## config.mk

```make
export PLATFORM = sky130hd
export DESIGN_NAME = reg_to_axi
export DESIGN_NICKNAME = d
export VERILOG_FILES = /design/src/rtl/reg_to_axi_pkg.sv /design/src/rtl/reg_to_axi.sv
export SDC_FILE = /design/constraint.sdc
export NUM_CORES = 1
export LEC_CHECK = 0
export ABC_CLOCK_PERIOD_IN_PS = 1800
export BUFFER_PORTS_ARGS = -buffer_cell sky130_fd_sc_hd__buf_2
export CAP_MARGIN = 20
export CORE_AREA = 4 4 157 159
export CTS_BUF_LIST = sky130_fd_sc_hd__clkbuf_8
export CTS_CLUSTER_SIZE = 16
export DETAILED_ROUTE_END_ITERATION = 6
export DIE_AREA = 0 0 161 163
export GPL_ROUTABILITY_DRIVEN = 1
export PLACE_DENSITY = 0.55
export SLEW_MARGIN = 25
export SYNTH_ARGS = -nofsm -noshare
export SYNTH_HDL_FRONTEND = slang
export SYNTH_SLANG_ARGS = --single-unit
```

## constraint.sdc

```tcl
create_clock -name clk_i -period 1.8 [get_ports clk_i]
set_clock_uncertainty 0.05 [all_clocks]
set_input_delay 0.27 -clock clk_i [delete_from_list [all_inputs] [get_ports clk_i]]
set_output_delay 0.27 -clock clk_i [all_outputs]
set_load 0.005 [all_outputs]
```

## src/rtl/reg_to_axi_pkg.sv

```systemverilog
// Shared types for the reg-bus to AXI4 bridge: FSM state encoding and the
// reg-bus / AXI4 request and response structs used on the top-level ports.
package reg_to_axi_pkg;

    localparam int unsigned DefAxiAddrWidth = 32;
    localparam int unsigned DefAxiDataWidth = 64;
    localparam int unsigned DefAxiIdWidth   = 4;
    localparam int unsigned DefAxiUserWidth = 1;
    localparam int unsigned DefRegDataWidth = 32;

    localparam logic [1:0] BurstIncr = 2'b01;

    typedef enum logic [2:0] {
        ST_IDLE,
        ST_WRITE,
        ST_WAIT_B,
        ST_READ,
        ST_WAIT_R,
        ST_RESP
    } state_e;

    typedef struct packed {
        logic [DefAxiIdWidth-1:0]   id;
        logic [DefAxiAddrWidth-1:0] addr;
        logic [7:0]                 len;
        logic [2:0]                 size;
        logic [1:0]                 burst;
        logic                       lock;
        logic [3:0]                 cache;
        logic [2:0]                 prot;
        logic [3:0]                 qos;
        logic [3:0]                 region;
        logic [5:0]                 atop;
        logic [DefAxiUserWidth-1:0] user;
    } aw_chan_t;

    typedef struct packed {
        logic [DefAxiDataWidth-1:0]   data;
        logic [DefAxiDataWidth/8-1:0] strb;
        logic                         last;
        logic [DefAxiUserWidth-1:0]   user;
    } w_chan_t;

    typedef struct packed {
        logic [DefAxiIdWidth-1:0]   id;
        logic [1:0]                 resp;
        logic [DefAxiUserWidth-1:0] user;
    } b_chan_t;

    typedef struct packed {
        logic [DefAxiIdWidth-1:0]   id;
        logic [DefAxiAddrWidth-1:0] addr;
        logic [7:0]                 len;
        logic [2:0]                 size;
        logic [1:0]                 burst;
        logic                       lock;
        logic [3:0]                 cache;
        logic [2:0]                 prot;
        logic [3:0]                 qos;
        logic [3:0]                 region;
        logic [DefAxiUserWidth-1:0] user;
    } ar_chan_t;

    typedef struct packed {
        logic [DefAxiIdWidth-1:0]   id;
        logic [DefAxiDataWidth-1:0] data;
        logic [1:0]                 resp;
        logic                       last;
        logic [DefAxiUserWidth-1:0] user;
    } r_chan_t;

    typedef struct packed {
        aw_chan_t aw;
        logic     aw_valid;
        w_chan_t  w;
        logic     w_valid;
        logic     b_ready;
        ar_chan_t ar;
        logic     ar_valid;
        logic     r_ready;
    } axi_req_t;

    typedef struct packed {
        logic    aw_ready;
        logic    ar_ready;
        logic    w_ready;
        logic    b_valid;
        b_chan_t b;
        logic    r_valid;
        r_chan_t r;
    } axi_rsp_t;

    typedef struct packed {
        logic [DefAxiAddrWidth-1:0]   addr;
        logic                         write;
        logic [DefRegDataWidth-1:0]   wdata;
        logic [DefRegDataWidth/8-1:0] wstrb;
        logic                         valid;
    } reg_req_t;

    typedef struct packed {
        logic [DefRegDataWidth-1:0] rdata;
        logic                       error;
        logic                       ready;
    } reg_rsp_t;

endpackage

```

## src/rtl/reg_to_axi.sv

```systemverilog
// Reg-bus slave to AXI4 master bridge. One access at a time is issued as a
// single-beat INCR burst; write data is replicated across AXI lanes with the
// strobe steered to the addressed lane, and read data is extracted from it.
// All reg-side outputs come from registers, so AXI never reaches reg combinationally.
module reg_to_axi
    import reg_to_axi_pkg::*;
#(
    parameter int unsigned           AxiAddrWidth = DefAxiAddrWidth,
    parameter int unsigned           AxiDataWidth = DefAxiDataWidth,
    parameter int unsigned           AxiIdWidth   = DefAxiIdWidth,
    parameter int unsigned           AxiUserWidth = DefAxiUserWidth,
    parameter int unsigned           RegDataWidth = DefRegDataWidth,
    parameter logic [AxiIdWidth-1:0] AxiId        = '0,
    parameter logic [2:0]            AxiProt      = 3'b000
) (
    input  logic     clk_i,
    input  logic     rst_i,
    input  reg_req_t reg_req_i,
    output reg_rsp_t reg_rsp_o,
    output axi_req_t axi_req_o,
    input  axi_rsp_t axi_rsp_i,
    output logic     busy_o
);

    localparam int unsigned RS       = RegDataWidth / 8;
    localparam int unsigned AS       = AxiDataWidth / 8;
    localparam int unsigned NumLanes = AxiDataWidth / RegDataWidth;
    localparam int unsigned RegOffW  = $clog2(RS);
    localparam int unsigned AxiOffW  = $clog2(AS);
    localparam int unsigned LaneW    = AxiOffW - RegOffW;
    localparam int unsigned LaneIdxW = (LaneW > 0) ? LaneW : 1;

    localparam logic [AxiAddrWidth-1:0] AddrMask = ~AxiAddrWidth'(RS - 1);

    state_e                  r_state;
    logic [AxiAddrWidth-1:0] r_addr;
    logic [RegDataWidth-1:0] r_wdata;
    logic [RS-1:0]           r_wstrb;
    logic                    r_write;
    logic [LaneIdxW-1:0]     r_lane;
    logic [RegDataWidth-1:0] r_rdata;
    logic                    r_error;
    logic                    r_reg_ready;
    logic                    r_aw_valid;
    logic                    r_w_valid;
    logic                    r_aw_done;
    logic                    r_w_done;
    logic                    r_b_ready;
    logic                    r_ar_valid;
    logic                    r_r_ready;

    logic [LaneIdxW-1:0]     w_lane;
    logic [AS-1:0]           w_wstrb;
    logic [RegDataWidth-1:0] w_rdata_lane;
    logic                    w_aw_hs;
    logic                    w_w_hs;
    logic                    w_unused;

    // Lane index of the incoming request; a single lane needs no address bits.
    if (LaneW > 0) begin : g_lane
        assign w_lane = reg_req_i.addr[AxiOffW-1:RegOffW];
    end else begin : g_nolane
        assign w_lane = '0;
    end

    assign w_aw_hs = r_aw_valid & axi_rsp_i.aw_ready;
    assign w_w_hs  = r_w_valid  & axi_rsp_i.w_ready;

    assign busy_o = (r_state != ST_IDLE);

    // Steer the captured strobe into its lane and pick the read lane from R data.
    always_comb begin
        w_wstrb      = '0;
        w_rdata_lane = '0;
        for (int unsigned i = 0; i < NumLanes; i++) begin
            if (LaneIdxW'(i) == r_lane) begin
                w_wstrb[i*RS +: RS]  = r_wstrb;
                w_rdata_lane         = axi_rsp_i.r.data[i*RegDataWidth +: RegDataWidth];
            end
        end
    end

    // Transaction FSM; every AXI valid/ready and the reg response are registered.
    always_ff @(posedge clk_i) begin
        if (rst_i) begin
            r_state     <= ST_IDLE;
            r_addr      <= '0;
            r_wdata     <= '0;
            r_wstrb     <= '0;
            r_write     <= 1'b0;
            r_lane      <= '0;
            r_rdata     <= '0;
            r_error     <= 1'b0;
            r_reg_ready <= 1'b0;
            r_aw_valid  <= 1'b0;
            r_w_valid   <= 1'b0;
            r_aw_done   <= 1'b0;
            r_w_done    <= 1'b0;
            r_b_ready   <= 1'b0;
            r_ar_valid  <= 1'b0;
            r_r_ready   <= 1'b0;
        end else begin
            unique case (r_state)
                ST_IDLE: begin
                    if (reg_req_i.valid) begin
                        r_addr  <= reg_req_i.addr;
                        r_wdata <= reg_req_i.wdata;
                        r_wstrb <= reg_req_i.wstrb;
                        r_write <= reg_req_i.write;
                        r_lane  <= w_lane;
                        if (reg_req_i.write) begin
                            if (reg_req_i.wstrb == '0) begin
                                // Nothing to write: answer locally without AXI traffic.
                                r_rdata     <= '0;
                                r_error     <= 1'b0;
                                r_reg_ready <= 1'b1;
                                r_state     <= ST_RESP;
                            end else begin
                                r_aw_valid <= 1'b1;
                                r_w_valid  <= 1'b1;
                                r_state    <= ST_WRITE;
                            end
                        end else begin
                            r_ar_valid <= 1'b1;
                            r_state    <= ST_READ;
                        end
                    end
                end
                ST_WRITE: begin
                    // AW and W retire independently; the done flags let either
                    // finish first and the handshake of this cycle counts as done.
                    if (w_aw_hs) begin
                        r_aw_valid <= 1'b0;
                        r_aw_done  <= 1'b1;
                    end
                    if (w_w_hs) begin
                        r_w_valid <= 1'b0;
                        r_w_done  <= 1'b1;
                    end
                    if ((r_aw_done | w_aw_hs) && (r_w_done | w_w_hs)) begin
                        r_aw_done <= 1'b0;
                        r_w_done  <= 1'b0;
                        r_b_ready <= 1'b1;
                        r_state   <= ST_WAIT_B;
                    end
                end
                ST_WAIT_B: begin
                    if (axi_rsp_i.b_valid) begin
                        r_b_ready   <= 1'b0;
                        r_error     <= axi_rsp_i.b.resp[1];
                        r_rdata     <= '0;
                        r_reg_ready <= 1'b1;
                        r_state     <= ST_RESP;
                    end
                end
                ST_READ: begin
                    if (axi_rsp_i.ar_ready) begin
                        r_ar_valid <= 1'b0;
                        r_r_ready  <= 1'b1;
                        r_state    <= ST_WAIT_R;
                    end
                end
                ST_WAIT_R: begin
                    if (axi_rsp_i.r_valid) begin
                        r_r_ready   <= 1'b0;
                        r_rdata     <= w_rdata_lane;
                        r_error     <= axi_rsp_i.r.resp[1];
                        r_reg_ready <= 1'b1;
                        r_state     <= ST_RESP;
                    end
                end
                ST_RESP: begin
                    r_reg_ready <= 1'b0;
                    r_state     <= ST_IDLE;
                end
                default: begin
                    r_state <= ST_IDLE;
                end
            endcase
        end
    end

    // Drive AXI channels from the captured request; unused fields stay zero.
    always_comb begin
        axi_req_o = '0;

        axi_req_o.aw.id     = AxiId;
        axi_req_o.aw.addr   = r_addr & AddrMask;
        axi_req_o.aw.len    = 8'd0;
        axi_req_o.aw.size   = 3'(RegOffW);
        axi_req_o.aw.burst  = BurstIncr;
        axi_req_o.aw.prot   = AxiProt;
        axi_req_o.aw.user   = AxiUserWidth'(0);
        axi_req_o.aw_valid  = r_aw_valid;

        axi_req_o.w.data    = {NumLanes{r_wdata}};
        axi_req_o.w.strb    = w_wstrb;
        axi_req_o.w.last    = 1'b1;
        axi_req_o.w.user    = AxiUserWidth'(0);
        axi_req_o.w_valid   = r_w_valid;

        axi_req_o.b_ready   = r_b_ready;

        axi_req_o.ar.id     = AxiId;
        axi_req_o.ar.addr   = r_addr & AddrMask;
        axi_req_o.ar.len    = 8'd0;
        axi_req_o.ar.size   = 3'(RegOffW);
        axi_req_o.ar.burst  = BurstIncr;
        axi_req_o.ar.prot   = AxiProt;
        axi_req_o.ar.user   = AxiUserWidth'(0);
        axi_req_o.ar_valid  = r_ar_valid;

        axi_req_o.r_ready   = r_r_ready;
    end

    // Reg response is only visible in RESP, which is exactly when ready is set.
    always_comb begin
        reg_rsp_o       = '0;
        reg_rsp_o.ready = r_reg_ready;
        reg_rsp_o.rdata = r_reg_ready ? r_rdata : '0;
        reg_rsp_o.error = r_reg_ready & r_error;
    end

    assign w_unused = ^{r_write, axi_rsp_i.b.id, axi_rsp_i.b.user, axi_rsp_i.b.resp[0],
                        axi_rsp_i.r.id, axi_rsp_i.r.last, axi_rsp_i.r.user,
                        axi_rsp_i.r.resp[0]};

endmodule
```

=== After elaboration in Yosys (flattened, before gate mapping) ===
Index checks and enable logic that the tools add are counted.

* Register bits: 113
* Logic and storage cells: 110
* Output and inout port bits: 252
* Bits of input ports: 156

* Eq/ne operators: 16
* Muxes and demuxes: 51
* Bitwise gates (word level): 5
* Reduce and logical (&&, ||, !) cells: 23

{| class="wikitable"
|+ Operator list
! cell !! number
|-
| 32-bit two-way mux || 7
|-
| 32-bit one-hot mux with 3 select lines || 1
|-
| 1-bit two-way mux || 26
|-
| 2-bit != test (second input constant) || 11
|-
| 3-bit two-way mux || 7
|-
| 3-bit one-hot mux with 5 select lines || 1
|-
| 5-bit AND reduction || 3
|-
| 6-bit AND reduction || 2
|-
| 2-bit nonzero test || 6
|-
| 1-bit one-hot mux with 2 select lines || 5
|-
| 4-bit two-way mux || 2
|-
| 3-bit by 2-bit equality test with 1-bit output (second input constant) || 2
|-
| 3-bit equality test (second input constant) || 2
|-
| 2-bit AND reduction || 3
|-
| 3-bit AND reduction || 2
|-
| 3-bit nonzero test || 2
|-
| 4-bit logical NOT || 1
|-
| 1-bit one-hot mux with 4 select lines || 1
|-
| 4-bit AND reduction || 1
|-
| 4-bit nonzero test || 1
|-
| 1-bit AND || 3
|-
| 3-bit by 1-bit equality test with 1-bit output (second input constant) || 1
|-
| 3-bit logical NOT || 1
|-
| 1-bit one-hot mux with 3 select lines || 1
|-
| 2 further kinds || 3
|}

=== Logic depth before layout (Yosys ltp) ===
Gate-level depths: netlist (run 1).

* Depth in word-level cells: 5
* Gate-level depth with buffers: 8

=== Worst setup path after synthesis (run 1) ===
OpenSTA, ideal clock, no wires.

* Path kind: input -> register
* From: input port reg_req_i[4] (netlist bit)
* To: register r_error
* Cell stages on the path: 3
* Data arrival time: 1755 ps
* Library setup time: 123 ps
* Path slack: -129 ps
* Data required time: 1627 ps
* Buffers on the path: 0
* Path through: or4_4 -> a2111oi_4 -> mux2_1

* Word-level cells in the longest chain between the ends: 3

{| class="wikitable"
|+ RTL lines
! element !! line !! text
|-
| start: declaration || reg_to_axi.sv:18 || <nowiki>input reg_req_t reg_req_i,</nowiki>
|-
| 4-bit logical NOT || reg_to_axi.sv:112 || <nowiki>if (reg_req_i.wstrb == '0) begin</nowiki>
|-
| 2-bit != test (no source line) || - ||
|-
| 6-bit AND reduction (no source line) || - ||
|-
| end signal: assignment || reg_to_axi.sv:150 || <nowiki>r_error <= axi_rsp_i.b.resp[1];</nowiki>
|-
| end signal: assignment || reg_to_axi.sv:167 || <nowiki>r_error <= axi_rsp_i.r.resp[1];</nowiki>
|-
| end: declaration || reg_to_axi.sv:42 || <nowiki>logic r_error;</nowiki>
|}

No other way between the ends.
A chain may end at the register's enable or synchronous reset.

=== Worst setup path after layout (run 1) ===
* From: register r_state[2]
* To: register r_rdata[7]

* Word-level cells in the longest chain between the ends: 3

{| class="wikitable"
|+ RTL lines
! element !! line !! text
|-
| start: declaration || reg_to_axi.sv:35 || <nowiki>state_e r_state;</nowiki>
|-
| start signal: assignment || reg_to_axi.sv:86 || <nowiki>r_state <= ST_IDLE;</nowiki>
|-
| start signal: assignment || reg_to_axi.sv:117 || <nowiki>r_state <= ST_RESP;</nowiki>
|-
| start signal: assignment || reg_to_axi.sv:121 || <nowiki>r_state <= ST_WRITE;</nowiki>
|-
| 3-bit by 2-bit equality test with 1-bit output (tied with other cells) || reg_to_axi.sv:103 || <nowiki>unique case (r_state)</nowiki>
|-
| 2-bit != test (no source line) or 3-bit nonzero test (tied branches) || - ||
|-
| 6-bit AND reduction (no source line) || - ||
|-
| end signal: assignment || reg_to_axi.sv:166 || <nowiki>r_rdata <= w_rdata_lane;</nowiki>
|-
| end: declaration || reg_to_axi.sv:41 || <nowiki>logic [RegDataWidth-1:0] r_rdata;</nowiki>
|}

Several ways; a longest one is shown, not always the timed one.

==> flow_metrics.tcl, run 1 <==
set metrics [dict create \
    multi_input_area_um2 2710 \
    fin_ws_ns 0.111 \
    fp.dieArea_um2 26200 \
    yosysSeqAreaShare_pct 37.0 \
    clock_path_buffers 2 \
    place_congestion 0.754 \
    place_ws_ns -0.258 \
    maxCapViolations 0 \
    whs_path_depth 3 \
    num-fill-cells 2515 \
    grt_max_degree 81 \
    outcome "complete, no violations" \
    drv_slew 0 \
    antenna_found_initial 2 \
    start_kind "flop" \
    cp.depth 7 \
    path_max_fanout 9 \
    rsz0062_at_grt "false" \
    rrSetupSlack_ns 0.11 \
    r2r_end "r_rdata[7]" \
    drive_above_1_share_pct 40.5 \
    core-area_um2 23300 \
    final_cell_mix "312 x buf_2, 207 x nand2_1, 107 x dfxtp_1" \
    grt_overflow_total 0 \
    syn_area_per_cell_um2 8.01 \
    timing.fmax_ghz 0.592 \
    cp_cell_sequence "buf_4, nand2_1, nand2_1, a2111oi_4, buf_6, buf_6, mux2i_1" \
    irDropWorstVdd_uv 319 \
    clkPwrFrac_pct 22.5 \
    cts.sinks 110 \
    p_seq_share_pct 40.9 \
    worstHoldEndpoint "r_addr[24]" \
    drt_first_iter_violations 339 \
    io_pins 408 \
    die_width_um 161 \
    crit_family "buffers and inverters" \
    max_stage_delay_ns 0.37 \
    regArea_um2 2210 \
    switching_share_pct 35.4 \
    port_buffers 312 \
    syn_inst 742 \
    p_leak_nw 3.63 \
    path_clk_slew_ns 0.12 \
    comb_power_share_pct 36.6 \
    grt_pass1_wl_um 25500 \
    cts-root-buf "clkbuf_8" \
    cts_tree "done" \
    cp_data_required_time_ns 2.06 \
    initial_core_util_pct 25.6 \
    fin_crit_sh_pct 93.8 \
    final_nets 1136 \
    min-delay-start "reg_req_i[62]" \
    dr.pass1.iters 4 \
    finalHoldViolCount 0 \
    area_growth_syn_to_layout_pct 25.5 \
    netSwitchingPower_mw 2.58 \
    drtAntennaViolNets 0 \
    clk_latency_ns 0.38 \
    wl_um 17400 \
    rows 56 \
    first_global_vias 4782 \
    via_per_inst 4.01 \
    cp.buffers_inverters 3 \
    vias 5231 \
    final_common_cell "buf_2" \
    holdCritPathClass "input pin to flop" \
    critPathArrivalTime_ns 1.94 \
    drc_errors 0 \
    cts_buffers 9 \
    endpoint_kind "flop" \
    ys_seq_elements 110 \
    period_minus_slack_ns 1.69 \
    dp_hpwl_um 13000 \
    r2r_cells 7 \
    netlist_area_um2 5950 \
    yosysWarningCount 0 \
    pwr_density_cell_nw_per_um2 975 \
    yosysUniqueCellTypes 32 \
    p_int_mw 4.70 \
    critPathSlowestCell "dfxtp_2" \
    die_h_um 163 \
    rr_startpoint "r_state[2]" \
    wl_per_cell_um 13.3 \
    tns_ns 0 \
    path_class "flop to flop" \
    final-setup-viol-count 0 \
    htree_levels 3 \
    grt_usage_pct 12.0 \
    hold_buffers 0 \
]
[cells by family (layout without fill, tap and decap cells)]
family / Yosys count / count (layout) / share of synthesized area, %
AND/OR/NAND/NOR: 273 / 273 / 19.6
buffers and inverters: 201 / 365 / 22.6
flip-flops: 110 / 110 / 37.0
AO/OA/AOI/OAI: 88 / 88 / 8.50
multiplexers: 68 / 68 / 12.2
other: 2 / 81 / 0.126
[synthesized netlist by cell type]
master	instances	area [um^2]
buf_2	4	20.0
nand4_1	1	6.26
conb_1	2	7.51
a311oi_1	2	17.5
and3_1	2	12.5
mux2i_1	33	330
a31oi_1	6	37.5
and2_1	38	238
o211ai_1	1	7.51
buf_1	2	7.51
o31ai_1	1	7.51
mux2_2	34	383
a21oi_1	70	350
nand3_1	5	25.0
a2111oi_4	1	27.5
o31a_1	1	8.76
nor2b_1	6	37.5
clkbuf_1	35	131
buf_4	149	1120
nand2_1	207	777
nor2_1	7	26.3
a211oi_1	3	22.5
dfxtp_1	110	2200
a221oi_1	2	17.5
or3_1	1	6.26
or4_4	1	11.3
nor3_1	4	20.0
o41ai_1	1	8.76
nand2b_1	1	6.26
mux2_1	1	11.3
buf_6	3	33.8
inv_1	8	30.0
[worst register-to-register path, cell delays in order (launching register included)]
cell and delay [ns]:
dfxtp_2 0.37, buf_4 0.17, nand2_1 0.09, nand2_1 0.10, a2111oi_4 0.29, buf_6 0.18, buf_6 0.17, mux2i_1 0.21
[how the worst max path moves through the flow]
| stage | end | from | slack [ns] |
|---|---|---|---|
| 3_3_place_gp | r_rdata[7] | reg_req_i[4] | -0.24 |
| 2_1_floorplan | r_error | reg_req_i[4] | -0.07 |
| 5_1_grt | r_rdata[28] | r_state[2] | 0.01 |
| 4_1_cts | r_rdata[31] | r_state[2] | 0.02 |
| 3_5_place_dp | r_rdata[7] | reg_req_i[4] | -0.26 |
| 6_report | r_rdata[7] | r_state[2] | 0.11 |
[state kept, by name, indices dropped and copies added, names as in the netlist]
signal       count
r_reg_ready      1
r_addr          30
r_state          3
r_rdata         32
r_wdata         32
r_r_ready        1
r_w_valid        1
r_b_ready        1
r_aw_done        1
r_wstrb          4
r_ar_valid       1
r_error          1
r_aw_valid       1
r_w_done         1
[cell type report]
cell class / count / area share [%]
Inverter: 8 / 0.402
Tap cell: 319 / 5.35
Antenna cell: 1 / 0.0335
Sequential cell: 110 / 29.6
Timing Repair Buffer: 342 / 25.6
Clock inverter: 4 / 0.738
Clock buffer: 11 / 2.03
Multi-Input combinational cell: 509 / 36.3
[routing by layer]
metal / global-route usage (%) / part of all wire [%]
met5: 0 / 0.075
met2: 21.9 / 51
met3: 3.72 / 9.2
met4: 2.75 / 0.52
met1: 13.9 / 39
[power by group through the flow]
| stage | logic (mW) | clock network (mW) | registers (mW) |
|---|---|---|---|
| final | 2.66 | 1.64 | 2.98 |
| after global routing | 2.94 | 1.83 | 3.04 |
| after CTS | 2.68 | 1.73 | 2.99 |
| after detailed placement | 2.66 | 0 | 3.04 |
| after global placement | 2.67 | 0 | 3.03 |
| after floorplan | 1.84 | 0 | 3.00 |
[metrics by stage]
stage	total power [mW]	util (%)	instance area (um^2)	std cells	hold slack (ns)
floorplan	4.84	-	6240	820	0.331
global placement	5.70	31.0	7210	1286	0.387
detailed placement	5.70	31.0	7210	1286	0.394
CTS	7.39	31.9	7430	1302	0.0310
global route	7.80	32.1	7460	1304	0.0181
finish	7.28	32.1	7460	1304	0.0554
[timing repair]
| item | 4_1_cts | 5_1_grt |
|---|---|---|
| endpoints found under the setup margin | 38 | 32 |
| buffers inserted | 1 | 0 |
| cloned | 0 | 1 |
| pin swaps | 1 | 0 |
| gates resized for setup | 3 | 2 |
(Power assumes the default switching activity.)
==> inputs of run 2 (changes only) <==
--- a/config.mk
+++ b/config.mk
@@ -14,6 +14,7 @@
 export DETAILED_ROUTE_END_ITERATION = 6
 export DIE_AREA = 0 0 161 163
 export GPL_ROUTABILITY_DRIVEN = 1
+export GPL_TIMING_DRIVEN = 0
 export PLACE_DENSITY = 0.55
 export SLEW_MARGIN = 25
 export SYNTH_ARGS = -nofsm -noshare
==> flow_metrics.tcl, run 2 (synthesis results as in run 1) <==
set metrics [dict create \
    outcome "complete, no violations" \
    comb_power_share_pct 39.6 \
    area_growth_syn_to_layout_pct 42.4 \
    rrSetupSlack_ns 0.10 \
    htree_levels 3 \
    period_minus_slack_ns 1.70 \
    drtAntennaViolNets 0 \
    timing.fmax_ghz 0.589 \
    netSwitchingPower_mw 2.71 \
    endpoint_kind "flop" \
    p_int_mw 4.78 \
    fin_crit_sh_pct 94.3 \
    drive_above_1_share_pct 47.3 \
    wl_um 19100 \
    min-delay-start "reg_req_i[29]" \
    critPathArrivalTime_ns 1.93 \
    clock_path_buffers 2 \
    grt_overflow_total 0 \
    path_max_fanout 9 \
    cts_tree "done" \
    clkPwrFrac_pct 20.2 \
    finalHoldViolCount 0 \
    p_total_mw 7.49 \
    final_common_cell "buf_2" \
    worst_slew_pin_slew_ns 0.600 \
    antenna_found_initial 2 \
    final_cell_mix "315 x buf_2, 207 x nand2_1, 152 x buf_4" \
    via_per_inst 3.85 \
    initial_core_util_pct 25.6 \
    die_width_um 161 \
    maxCapViolations 0 \
    fin_hold_ws_ns 0.0510 \
    dr.pass1.iters 4 \
    fp.dieArea_um2 26200 \
    cts.sinks 110 \
    wl_per_cell_um 13.0 \
    dp_hpwl_um 15400 \
    port_buffers 311 \
    drt_first_iter_violations 163 \
    cts_buffers 9 \
    path_class "flop to flop" \
    rows 56 \
    p_leak_nw 4.38 \
    drc_errors 0 \
    place_inst 1450 \
    vias 5644 \
    irDropWorstVdd_uv 358 \
    r2r_cells 5 \
    switching_share_pct 36.1 \
    r2r_end "r_error" \
    cts-root-buf "clkbuf_8" \
    holdCritPathClass "input pin to flop" \
    worstHoldEndpoint "r_wdata[24]" \
    grt_usage_pct 13.6 \
    drv_slew 0 \
    grt_pass1_wl_um 28600 \
    final-setup-viol-count 0 \
    pwr_density_cell_nw_per_um2 884 \
    tns_ns 0 \
    die_h_um 163 \
    path_clk_slew_ns 0.12 \
    io_pins 408 \
    relSlewSlack_pct 60.0 \
    largest_registers "r_rdata: 32 flops, r_wdata: 32 flops, r_addr: 30 flops" \
    final_nets 1298 \
    start_kind "flop" \
    whs_path_depth 3 \
    rsz0062_at_grt "false" \
    antenna_cells 0 \
    stdcell_count 1466 \
    num-fill-cells 2475 \
    place_congestion 0.782 \
    first_global_vias 5278 \
    grt_max_degree 20 \
    core-area_um2 23300 \
    clk_latency_ns 0.38 \
    cp_data_required_time_ns 2.03 \
    p_seq_share_pct 40.2 \
    rr_startpoint "r_state[1]" \
]
==> run 2: changes by cell type in the layout (fill, tap and decap cells not counted), sizes merged <==
cell      change
bufinv        -1
clkinv        +1
buf         +132
clkinvlp      -1
clkbuf       +29
diode         -1
inv           +3
==> run 2: power groups by stage <==
| stage | Combinational (mW) | Sequential [mW] | Clock (mW) |
|---|---|---|---|
| finish | 2.97 | 3.01 | 1.51 |
| global route | 3.31 | 3.06 | 1.70 |
| CTS | 3.00 | 3.01 | 1.63 |
| detailed placement | 2.95 | 3.05 | 0 |
| global placement | 2.93 | 3.04 | 0 |
| floorplan | 1.84 | 3.00 | 0 |
==> run 2: cell type report <==
cell class	count	area [um^2]	share of cell area, %
multi-input cells	509	2710	32.0
inverters	8	30.0	0.355
plain buffers	190	1350	15.9
clock inverters	6	51.3	0.606
well taps	319	399	4.71
clock buffers	10	138	1.63
flip-flops and latches	110	2210	26.1
repair buffers	314	1580	18.7
==> run 2: worst max path at each step <==
stage	start	endpoint	slack, ns	cells past startpoint
floorplan	reg_req_i[4]	r_error	-0.07	3
global placement	r_state[1]	r_addr[17]	-0.54	8
detailed placement	r_state[1]	r_addr[17]	-0.56	8
CTS	r_addr[2]	axi_req_o[78]	0.002	3
global route	r_reg_ready	reg_rsp_o[3]	0.002	3
finish	r_state[1]	r_error	0.10	5
==> run 2: metal layers <==
| layer | track usage (%) | vias to the layer above | routed length, um |
|---|---|---|---|
| met1 | 15.6 | 2430 | 7610 |
| li1 | - | 2961 | - |
| met4 | 3.49 | 4 | 174 |
| met5 | 0 | - | 21 |
| met3 | 4.02 | 15 | 1670 |
| met2 | 24.7 | 234 | 9650 |
==> run 2: per-stage QoR <==
stage / worst slack, ns / utilization (%) / cell area, um^2
after CTS: 0.00246 / 36.3 / 8440
final: 0.102 / 36.4 / 8470
after global routing: 0.00232 / 36.4 / 8470
after detailed placement: -0.562 / 35.2 / 8200
after global placement: -0.544 / 35.2 / 8200
after floorplan: -0.0750 / - / 6240
==> run 2: critical path, stage by stage, from the launching register on <==
cell       delay [ns]
dfxtp_4          0.40
mux2_2           0.24
nor2_1           0.06
a2111oi_4        0.33
buf_6            0.20
mux2_1           0.32
==> run 2: repair_timing <==
item / in CTS / in global routing
hold buffers: 0 / 0
endpoints found under the hold margin: 0 / 0
gates resized for setup: 29 / 9
pin swaps: 1 / 0
endpoints found under the setup margin: 143 / 48
setup buffers: 1 / 2
==> inputs of run 3 (changes only) <==
--- a/config.mk
+++ b/config.mk
@@ -16,7 +16,9 @@
 export GPL_ROUTABILITY_DRIVEN = 1
 export GPL_TIMING_DRIVEN = 0
 export PLACE_DENSITY = 0.55
+export SETUP_SLACK_MARGIN = 0.5
 export SLEW_MARGIN = 25
 export SYNTH_ARGS = -nofsm -noshare
 export SYNTH_HDL_FRONTEND = slang
 export SYNTH_SLANG_ARGS = --single-unit
+export TNS_END_PERCENT = 30
==> flow_metrics.tcl, run 3 (synthesis results as in run 1) <==
set metrics [dict create \
    wl_um 21300 \
    final_nets 1337 \
    num-fill-cells 2294 \
    wl_per_cell_um 14.1 \
    critPathSlowestCell "dfxtp_4" \
    final-setup-viol-count 0 \
    cp_data_required_time_ns 2.03 \
    maxCapViolations 0 \
    postPlaceCellArea_um2 8200 \
    drv_slew 0 \
    outcome "complete, no violations" \
    critPathArrivalTime_ns 2.00 \
    r2r_cells 6 \
    largest_registers "r_rdata: 32 flops, r_wdata: 32 flops, r_addr: 30 flops" \
    hold_buffers 0 \
    place_ws_ns -0.562 \
    drt_first_iter_violations 162 \
    htree_levels 3 \
    pwr_density_cell_nw_per_um2 935 \
    place_congestion 0.782 \
    period_minus_slack_ns 1.77 \
    endpoint_kind "flop" \
    critPathLaunch "r_state[2]" \
    cts_tree "done" \
    cp.buffers_inverters 2 \
    clock_path_buffers 2 \
    final_area_um2 10600 \
    final_cell_mix "271 x buf_2, 131 x nand2_1, 128 x buf_4" \
    core-area_um2 23300 \
    min-delay-start "axi_rsp_i[83]" \
    start_kind "flop" \
    vias 6049 \
    relSlewSlack_pct 52.3 \
    worst_slew_pin_slew_ns 0.715 \
    r2r_end "r_error" \
    port_buffers 311 \
    p_leak_nw 5.28 \
    grt_usage_pct 14.2 \
    io_pins 408 \
    cp_cell_sequence "mux2i_2, and2_4, a2111oi_4, buf_6, buf_4, mux2_4" \
    endpoint "r_error" \
    path_max_fanout 5 \
    fp.dieArea_um2 26200 \
    grt_max_degree 20 \
    via_per_inst 4.02 \
    fin_crit_sh_pct 98.3 \
    rows 56 \
    die_width_um 161 \
    finalHoldViolCount 0 \
    rrSetupSlack_ns 0.03 \
    timing.fmax_ghz 0.565 \
    rsz0062_at_grt "true" \
    path_class "flop to flop" \
    area_growth_syn_to_layout_pct 77.9 \
    cts_buffers 9 \
    rr_startpoint "r_state[2]" \
    initial_core_util_pct 25.6 \
    die_h_um 163 \
    grt_pass1_wl_um 29800 \
    cts-root-buf "clkbuf_8" \
    antenna_cells 0 \
    final_common_cell "buf_2" \
    path_clk_slew_ns 0.11 \
    drtAntennaViolNets 0 \
    holdCritPathClass "input pin to flop" \
    first_global_vias 5497 \
    irDropWorstVdd_uv 375 \
    dr.pass1.iters 4 \
    antenna_found_initial 2 \
    drive_above_1_share_pct 65.8 \
    fin_ws_ns 0.0314 \
    clk_latency_ns 0.39 \
    grt_overflow_total 0 \
    utilization_pct 45.5 \
    crit_family "multiplexers" \
    cp.depth 6 \
    dp_hpwl_um 15400 \
    p_total_mw 9.89 \
    drc_errors 0 \
    cts.sinks 110 \
    max_stage_delay_ns 0.38 \
]
[run 3: changes by cell type in the layout (fill, tap and decap cells not counted), moves of 16 or more]
| cell | delta |
|---|---|
| nand2_1 | -76 |
| dfxtp_4 | +16 |
| nand2_4 | +64 |
| a21oi_2 | +65 |
| buf_6 | +87 |
| a21oi_1 | -65 |
| buf_4 | -24 |
| dfxtp_1 | -34 |
| dfxtp_2 | +18 |
| buf_2 | -44 |
[run 3: how the worst min path moves through the flow]
| stage | end | slack [ns] | depth (start not counted) |
|---|---|---|---|
| after global placement | r_rdata[15] | 0.39 | 2 |
| after CTS | r_wdata[24] | 0.02 | 3 |
| after global routing | r_wdata[29] | 0.008 | 3 |
| after floorplan | r_aw_valid | 0.33 | 1 |
| after detailed placement | r_rdata[27] | 0.39 | 2 |
| final | r_aw_valid | 0.04 | 2 |
[run 3: per-layer routing]
layer | GRT usage [%] | up-vias | part of all wire (%)
met5 | 0 | - | 0.099
met4 | 3.80 | 4 | 1.4
met3 | 4.07 | 22 | 7.9
met2 | 26.2 | 239 | 53
met1 | 16.2 | 2735 | 38
li1 | - | 3049 | -
[run 3: through the flow]
stage	std cells	TNS [ns]	hold slack [ns]
after floorplan	820	-2.00	0.331
after global placement	1450	-39.82	0.388
after detailed placement	1450	-41.31	0.394
after CTS	1493	0	0.0167
after global routing	1505	-0.620	0.00837
final	1505	0	0.0383
[run 3: repair_timing]
item,4_1_cts,5_1_grt
setup buffers,20,10
pin swaps,24,124
cloned,7,2
resized for setup,113,400
setup endpoints to repair,223,236
[run 3: layout make-up]
cell class / instances / area, um^2 / area share [%]
Multi-Input combinational cell: 509 / 3550 / 33.6
Timing Repair Buffer: 350 / 2360 / 22.3
Sequential cell: 110 / 2290 / 21.7
Buffer: 193 / 1750 / 16.5
Tap cell: 319 / 399 / 3.77
Clock buffer: 10 / 138 / 1.30
Clock inverter: 6 / 51.3 / 0.485
Inverter: 8 / 30.0 / 0.284
[run 3: power breakdown]
group | switching (mW) | leakage (nW) | total (mW) | internal (mW)
Sequential | 0.309 | 0.918 | 3.09 | 2.78
Clock | 0.971 | 0.0996 | 1.54 | 0.569
Combinational | 2.30 | 4.27 | 5.27 | 2.96
